## src/rtl/oddr_serializer.sv

```systemverilog
// Purpose: parallel-to-DDR gearbox feeding an ODDR's d1/d2 pins two bits per clock.
// Latency: word accepted at edge E (block idle) shows pair0 after E+1, last pair after E+WIDTH/2.
// Backpressure: one-word hold register; s_ready drops only while hold is full and not being drained.
module oddr_serializer #(
  parameter int   WIDTH     = 8,
  parameter bit   LSB_FIRST = 1'b1,
  parameter logic IDLE_VAL  = 1'b0
) (
  input  logic             clk,
  input  logic             rst,
  input  logic [WIDTH-1:0] s_data,
  input  logic             s_valid,
  output logic             s_ready,
  output logic             d1,
  output logic             d2,
  output logic             busy,
  output logic             underrun
);

  localparam int BEATS = WIDTH / 2;
  localparam int RW    = (BEATS > 1) ? $clog2(BEATS) : 1;

  // Reject widths that cannot be split into whole bit pairs.
  generate
    if ((WIDTH < 2) || ((WIDTH % 2) != 0)) begin : g_bad_width
      $error("oddr_serializer: WIDTH must be even and >= 2");
    end
  endgenerate

  typedef enum logic {
    ST_IDLE  = 1'b0,
    ST_SHIFT = 1'b1
  } state_t;

  state_t           state_q, state_d;
  logic [WIDTH-1:0] hold_q, hold_d;
  logic             hold_v_q, hold_v_d;
  logic [WIDTH-1:0] shift_q, shift_d;
  logic [RW-1:0]    rem_q, rem_d;
  logic             d1_q, d1_d;
  logic             d2_q, d2_d;
  logic             busy_q, busy_d;
  logic             underrun_q, underrun_d;

  logic load_now;
  logic xfer;

  // The pair that goes out next always sits at the same end of the word.
  function automatic logic [1:0] head_pair(input logic [WIDTH-1:0] w);
    if (LSB_FIRST) return {w[0], w[1]};
    else           return {w[WIDTH-1], w[WIDTH-2]};
  endfunction

  // Drop the pair just emitted so the following pair moves to the head.
  function automatic logic [WIDTH-1:0] rest(input logic [WIDTH-1:0] w);
    if (LSB_FIRST) return w >> 2;
    else           return w << 2;
  endfunction

  // Hold drains into the shifter when nothing is on the wire or the last pair is going out.
  assign load_now = hold_v_q && ((state_q == ST_IDLE) || (rem_q == '0));
  assign s_ready  = !hold_v_q || load_now;
  assign xfer     = s_valid && s_ready;

  // Next-state: pick the output pair, advance the beat counter, manage the hold slot.
  always_comb begin
    state_d    = state_q;
    hold_d     = hold_q;
    hold_v_d   = hold_v_q;
    shift_d    = shift_q;
    rem_d      = rem_q;
    d1_d       = IDLE_VAL;
    d2_d       = IDLE_VAL;
    underrun_d = 1'b0;

    if (load_now) begin
      {d1_d, d2_d} = head_pair(hold_q);
      shift_d      = rest(hold_q);
      rem_d        = RW'(BEATS - 1);
      state_d      = ST_SHIFT;
      hold_v_d     = 1'b0;
    end else if ((state_q == ST_SHIFT) && (rem_q != '0)) begin
      {d1_d, d2_d} = head_pair(shift_q);
      shift_d      = rest(shift_q);
      rem_d        = rem_q - RW'(1);
    end else if (state_q == ST_SHIFT) begin
      // Last pair already out and nothing queued behind it: stream ran dry.
      state_d    = ST_IDLE;
      underrun_d = 1'b1;
    end

    if (xfer) begin
      hold_d   = s_data;
      hold_v_d = 1'b1;
    end

    busy_d = (state_d == ST_SHIFT) || hold_v_d;
  end

  // State and output registers; reset discards any word in flight or held.
  always_ff @(posedge clk) begin
    if (rst) begin
      state_q    <= ST_IDLE;
      hold_q     <= '0;
      hold_v_q   <= 1'b0;
      shift_q    <= '0;
      rem_q      <= '0;
      d1_q       <= IDLE_VAL;
      d2_q       <= IDLE_VAL;
      busy_q     <= 1'b0;
      underrun_q <= 1'b0;
    end else begin
      state_q    <= state_d;
      hold_q     <= hold_d;
      hold_v_q   <= hold_v_d;
      shift_q    <= shift_d;
      rem_q      <= rem_d;
      d1_q       <= d1_d;
      d2_q       <= d2_d;
      busy_q     <= busy_d;
      underrun_q <= underrun_d;
    end
  end

  assign d1       = d1_q;
  assign d2       = d2_q;
  assign busy     = busy_q;
  assign underrun = underrun_q;

endmodule
```

## config.mk

```make
export PLATFORM = sky130hd
export DESIGN_NAME = oddr_serializer
export DESIGN_NICKNAME = d
export VERILOG_FILES = /design/src/rtl/oddr_serializer.sv
export SDC_FILE = /design/constraint.sdc
export NUM_CORES = 1
export LEC_CHECK = 0
export ABC_AREA = 0
export ABC_CLOCK_PERIOD_IN_PS = 1050
export BUFFER_PORTS_ARGS = -buffer_cell sky130_fd_sc_hd__buf_4
export CAP_MARGIN = 20
export CORE_MARGIN = 4
export CORE_UTILIZATION = 42
export DETAILED_ROUTE_END_ITERATION = 8
export PLACE_DENSITY = 0.72
export SLEW_MARGIN = 40
export SYNTH_ARGS = -nofsm -noshare
export SYNTH_HDL_FRONTEND = slang
export SYNTH_SLANG_ARGS = --single-unit
```

## constraint.sdc

```tcl
create_clock -name clk -period 1.05 [get_ports clk]
set_input_delay 0.21 -clock clk [delete_from_list [all_inputs] [get_ports clk]]
set_output_delay 0.21 -clock clk [all_outputs]
set_load 0.02 [all_outputs]
```

# Word-level counts from Yosys, hierarchy flattened
# Cells that the tools add are included.
[totals]
input_bits = 11
output_inout_bits = 5
elab_cells = 35
regBits = 22
[op_classes]
mux = 13
bitwise = 1
addsub = 1
reduce_logical = 11
[op_table]
columns = ["op", "n"]
rows = [
  ["$mux 6", 2],
  ["$mux 1", 9],
  ["$mux 2", 2],
  ["$reduce_bool 2->1", 2],
  ["$logic_and 1x1->1", 3],
  ["$logic_or 1x1->1", 3],
  ["$reduce_or 3->1", 1],
  ["$logic_not 2->1", 1],
  ["$sub 2x1->2 const B", 1],
  ["$logic_not 1->1", 1],
  ["$not 1->1", 1],
]

# Depth between registers and ports, before layout
[depth]
ltp_word = 7
mapped_depth = 6
ltp_nobuf = 5

# Least setup slack after synthesis
# OpenSTA, ideal clock, no wires.
[synth_path]
path_type = "reg-to-output"
from = "register rem_q[0]"
to = "output s_ready"
path_slack_ns = -0.199
path_stages_with_launch = 6
arrival_time_ns = 1.039
cell_sequence = "dfxtp_1 -> inv_1 -> ha_1 -> nor2b_4 -> buf_4 -> nand2_1"
[synth_via]
elab_chain_len = 4
[synth_rtl]
columns = ["element", "line_no", "text"]
rows = [
  ["from (decl)", "39", "logic [RW-1:0] rem_q, rem_d;"],
  ["from (signal assigned)", "117", "rem_q <= rem_d;"],
  ["$logic_not 2->1", "61", "assign load_now = hold_v_q && ((state_q == ST_IDLE) || (rem_q == '0));"],
  ["$logic_or 1x1->1", "61", ""],
  ["$logic_and 1x1->1", "61", ""],
  ["$logic_or 1x1->1", "62", "assign s_ready = !hold_v_q || load_now;"],
  ["to (decl)", "13", "output logic s_ready,"],
]
# No other way between the ends.

# Worst setup path after layout
[layout_path]
from = "register rem_q[1]"
to = "output s_ready"
# Same word-level chain as after synthesis.

==> summary.txt <==
Critical path
  – Critical Path RT: 0.84 ns
  – Startpoint types: flip-flop
  – CP max stage delay: 0.36 ns
  – Critical Path End Type: primary output
  – Arrival @ worst endpoint: 1.30 ns
  – Slowest cell on crit path: dfxtp_2
  – CP cell instances: inv_2 > ha_4 > nor2b_4 > buf_8 > nand2_4 > buf_6
  – Setup CP Type: flip-flop to primary output
  – Critical Path Fanout Max: 2

Global route
  – Number of global-route vias before repair: 763
  – Overflow after GRT: 0
  – Total Routing Usage GR: 13.7%
  – Antenna violations before repair: 0
  – First-pass GRT wire length: 3.38 mm
  – Largest net degree at the start of global routing: 31

Timing
  – Final hold vios: 0
  – Slew @ Worst Pin: 0.293 ns
  – Setup TNS Final: -6.08 ns
  – Fin crit period: about 1.5 ns
  – Slew Limit Headroom: around 80%
  – Skew final: 0.0113 ns
  – Max Slew Vio Count: 0
  – Smallest setup slack after layout: -0.464 ns
  – Setup violations, final: 22
  – Fmax: around 660 MHz
  – RSZ-0062 raised after global routing: true
  – Period utilisation layout: 144%

Yosys
  – Synth area leaders: dfxtp_1 46%, mux2i_1 15%, nand2b_1 11%, a211oi_2 5.2%, buf_6 3.5%
  – Synth top area share: 45.8%
  – Sequential area share after synthesis: roughly 46%
  – Synth Area in Adders: 1.30%
  – Cell taking the most area after synthesis: dfxtp_1
  – Post-synthesis cell area: about 960 um^2
  – Syn_area_per_cell: around 10 um^2
  – Post-synthesis mux area share: 14.6%
  – Synthesized flop and latch total: 22
  – Post-Synth Simple-Gate Area: ~21%
  – Post-synth net total: approximately 110
  – Synth Area in XOR/XNOR: 0%
  – Compound-cell area share of the yosys netlist: under 10%
  – Warnings, synthesis: 0
  – Syn Inst Count: 94
  – Largest family of logic cells by synthesized area: simple AND/OR/NAND/NOR gates
  – Synth unique cells: 19

Layout
  – Ant. Diodes: 0
  – Fill count: 182
  – Commonest non-fill, non-tap cell in the layout: buf_4
  – Most frequent cells in the layout: 21 x buf_4, 20 x dfxtp_1, 16 x nand2b_1
  – Syn-to-layout area delta: 42.7%
  – # nets final: roughly 140
  – Layout cell share with drive strength beyond 1: 48.4%

Floorplanning
  – Height of the die: 55.8 um
  – Core area: 2190 um^2
  – Die ar.: between 3000 and 4000 um^2
  – Die X: 55.8 um
  – Initial Util: a little over two fifths
  – Num ports: 16
  – Site Rows: 17

Clocking
  – CTS Buf Count: 3
  – CTS tree: done
  – Clock Latency Late Sink: 0.31 ns
  – CTS HTree Levels: 1
  – Root Driver: clkbuf_4
  – Max Root-Sink Buffers: 2
  – Sink Count: 22
  – Clock slew at reported path FFs: 0.13 ns
  – Post-CTS Hold Fix Bufs: 0

Route
  – Initial drt markers: 9
  – DRC: 0
  – DRT Pass-1 Iters: 3
  – Drt wl/cell: roughly 14 um
  – WL final: 2.11 mm
  – Via count: 745
  – Antenna-violating nets left: 0
  – Vias per cell: 4.97

Flow run
  – Max-cap violations: 0

Power
  – Internal power: roughly 1500 uW
  – Clk pwr share: approximately 34%
  – Sw Share: 23.3%
  – Switching power: approximately 450 uW
  – Combinational share of power: 18.1%
  – Max IR drop VDD: around 0.99 mV
  – Pwr Density: about 1400 nW/um^2
  – Power share of the sequential group: between 40% and 50%
  – Final Power: 1910 uW
  – Leak Pwr: approximately 0.00058 uW

Min path
  – Hold WC Path Type: input pin to flip-flop

Place
  – HPWL Detailed: 1.15 mm
  – Port Buffers: 15
  – GPL Wtd Cong: 0.680

Outcome
  – Failing checks: negative setup slack
  – Run status: finished, violations left
[power by group through the flow]
stage	clock network (uW)	registers [uW]	logic, uW
after CTS	664	914	326
final	647	920	347
after floorplan	0	933	181
after global placement	0	930	246
after detailed placement	0	932	256
after global routing	698	925	376
[cells in the mapped netlist]
library cell / instances
inv_1: 2
nand3_1: 2
nor2b_4: 1
nor3_1: 5
buf_6: 3
nor4bb_1: 1
clkbuf_1: 1
ha_1: 1
nand2b_1: 17
dfxtp_1: 22
a21oi_1: 3
mux2i_1: 14
a21boi_2: 1
nand2_1: 3
buf_2: 2
nor2_1: 8
a211oi_1: 2
buf_4: 2
a211oi_2: 4
[logic make-up (layout without fill, tap and decap cells)]
| logic type | count (synthesis) | count (layout) |
|---|---|---|
| AO/OA/AOI/OAI | 10 | 10 |
| adder cells (fa/ha/maj) | 1 | 1 |
| multiplexers | 14 | 14 |
| flip-flops | 22 | 22 |
| buffers and inverters | 10 | 37 |
| AND/OR/NAND/NOR | 37 | 38 |
[flip-flops by register name (all words and copies together) (netlist names)]
register  cells
hold_q        8
rem_q         2
underrun      1
state_q       1
d1            1
busy          1
shift_q       6
hold_v_q      1
d2            1
[worst max-delay path: cells and delay by family, from the launching register on]
| family | cells | cell delay, ns |
|---|---|---|
| adders and majority gates | 1 | 0.16 |
| buffers and inverters | 3 | 0.29 |
| and+or+nand+nor | 2 | 0.18 |
| DFF | 1 | 0.36 |
[worst paths after layout]
path	start	depth (start not counted)	end	slack, ns
worst min register to register	shift_q[0]	2	d1	0.47
worst max register to register	rem_q[1]	9	d2	-0.36
worst min-delay path	s_data[1]	3	hold_q[1]	0.16
worst max-delay path	rem_q[1]	6	s_ready	-0.46
[per-stage QoR]
stage / area, um^2 / std cells / hold slack [ns] / setup slack (ns) / utilization [%]
floorplan: 997 / 94 / 0.327 / -0.0280 / -
global placement: 1140 / 135 / 0.445 / -0.292 / 51.9
detailed placement: 1140 / 135 / 0.449 / -0.351 / 51.9
CTS: 1330 / 148 / 0.149 / -0.453 / 60.6
global route: 1370 / 150 / 0.158 / -0.535 / 62.6
finish: 1370 / 150 / 0.163 / -0.464 / 62.6
[layout make-up]
| type | instances | area (um^2) | share of cell area (%) |
|---|---|---|---|
| tap | 28 | 35.0 | 2.55 |
| inverter | 2 | 7.51 | 0.547 |
| clock buffer | 3 | 22.5 | 1.64 |
| timing repair buffer | 31 | 283 | 20.6 |
| sequential | 22 | 443 | 32.3 |
| clock inverter | 1 | 30.0 | 2.19 |
| multi-input combinational | 63 | 551 | 40.1 |
[metal layers]
layer  share of wire, %  routed length [um]  vias up  global-route usage (%)
li1                   -                   -      376                       -
met1                 45                 949      358                    15.8
met4                1.2                  25        0                    4.07
met3                2.4                  51        2                    3.02
met5                  0                   0        -                       0
met2                 51                1080        9                    25.0
[timing repair]
action                     in CTS  in global routing
gates cloned                    1                  0
setup endpoints to repair      22                 22
gates resized for setup        16                  9
pin swaps                       5                  8
setup buffers                   9                  3
(Power assumes the default switching activity.)
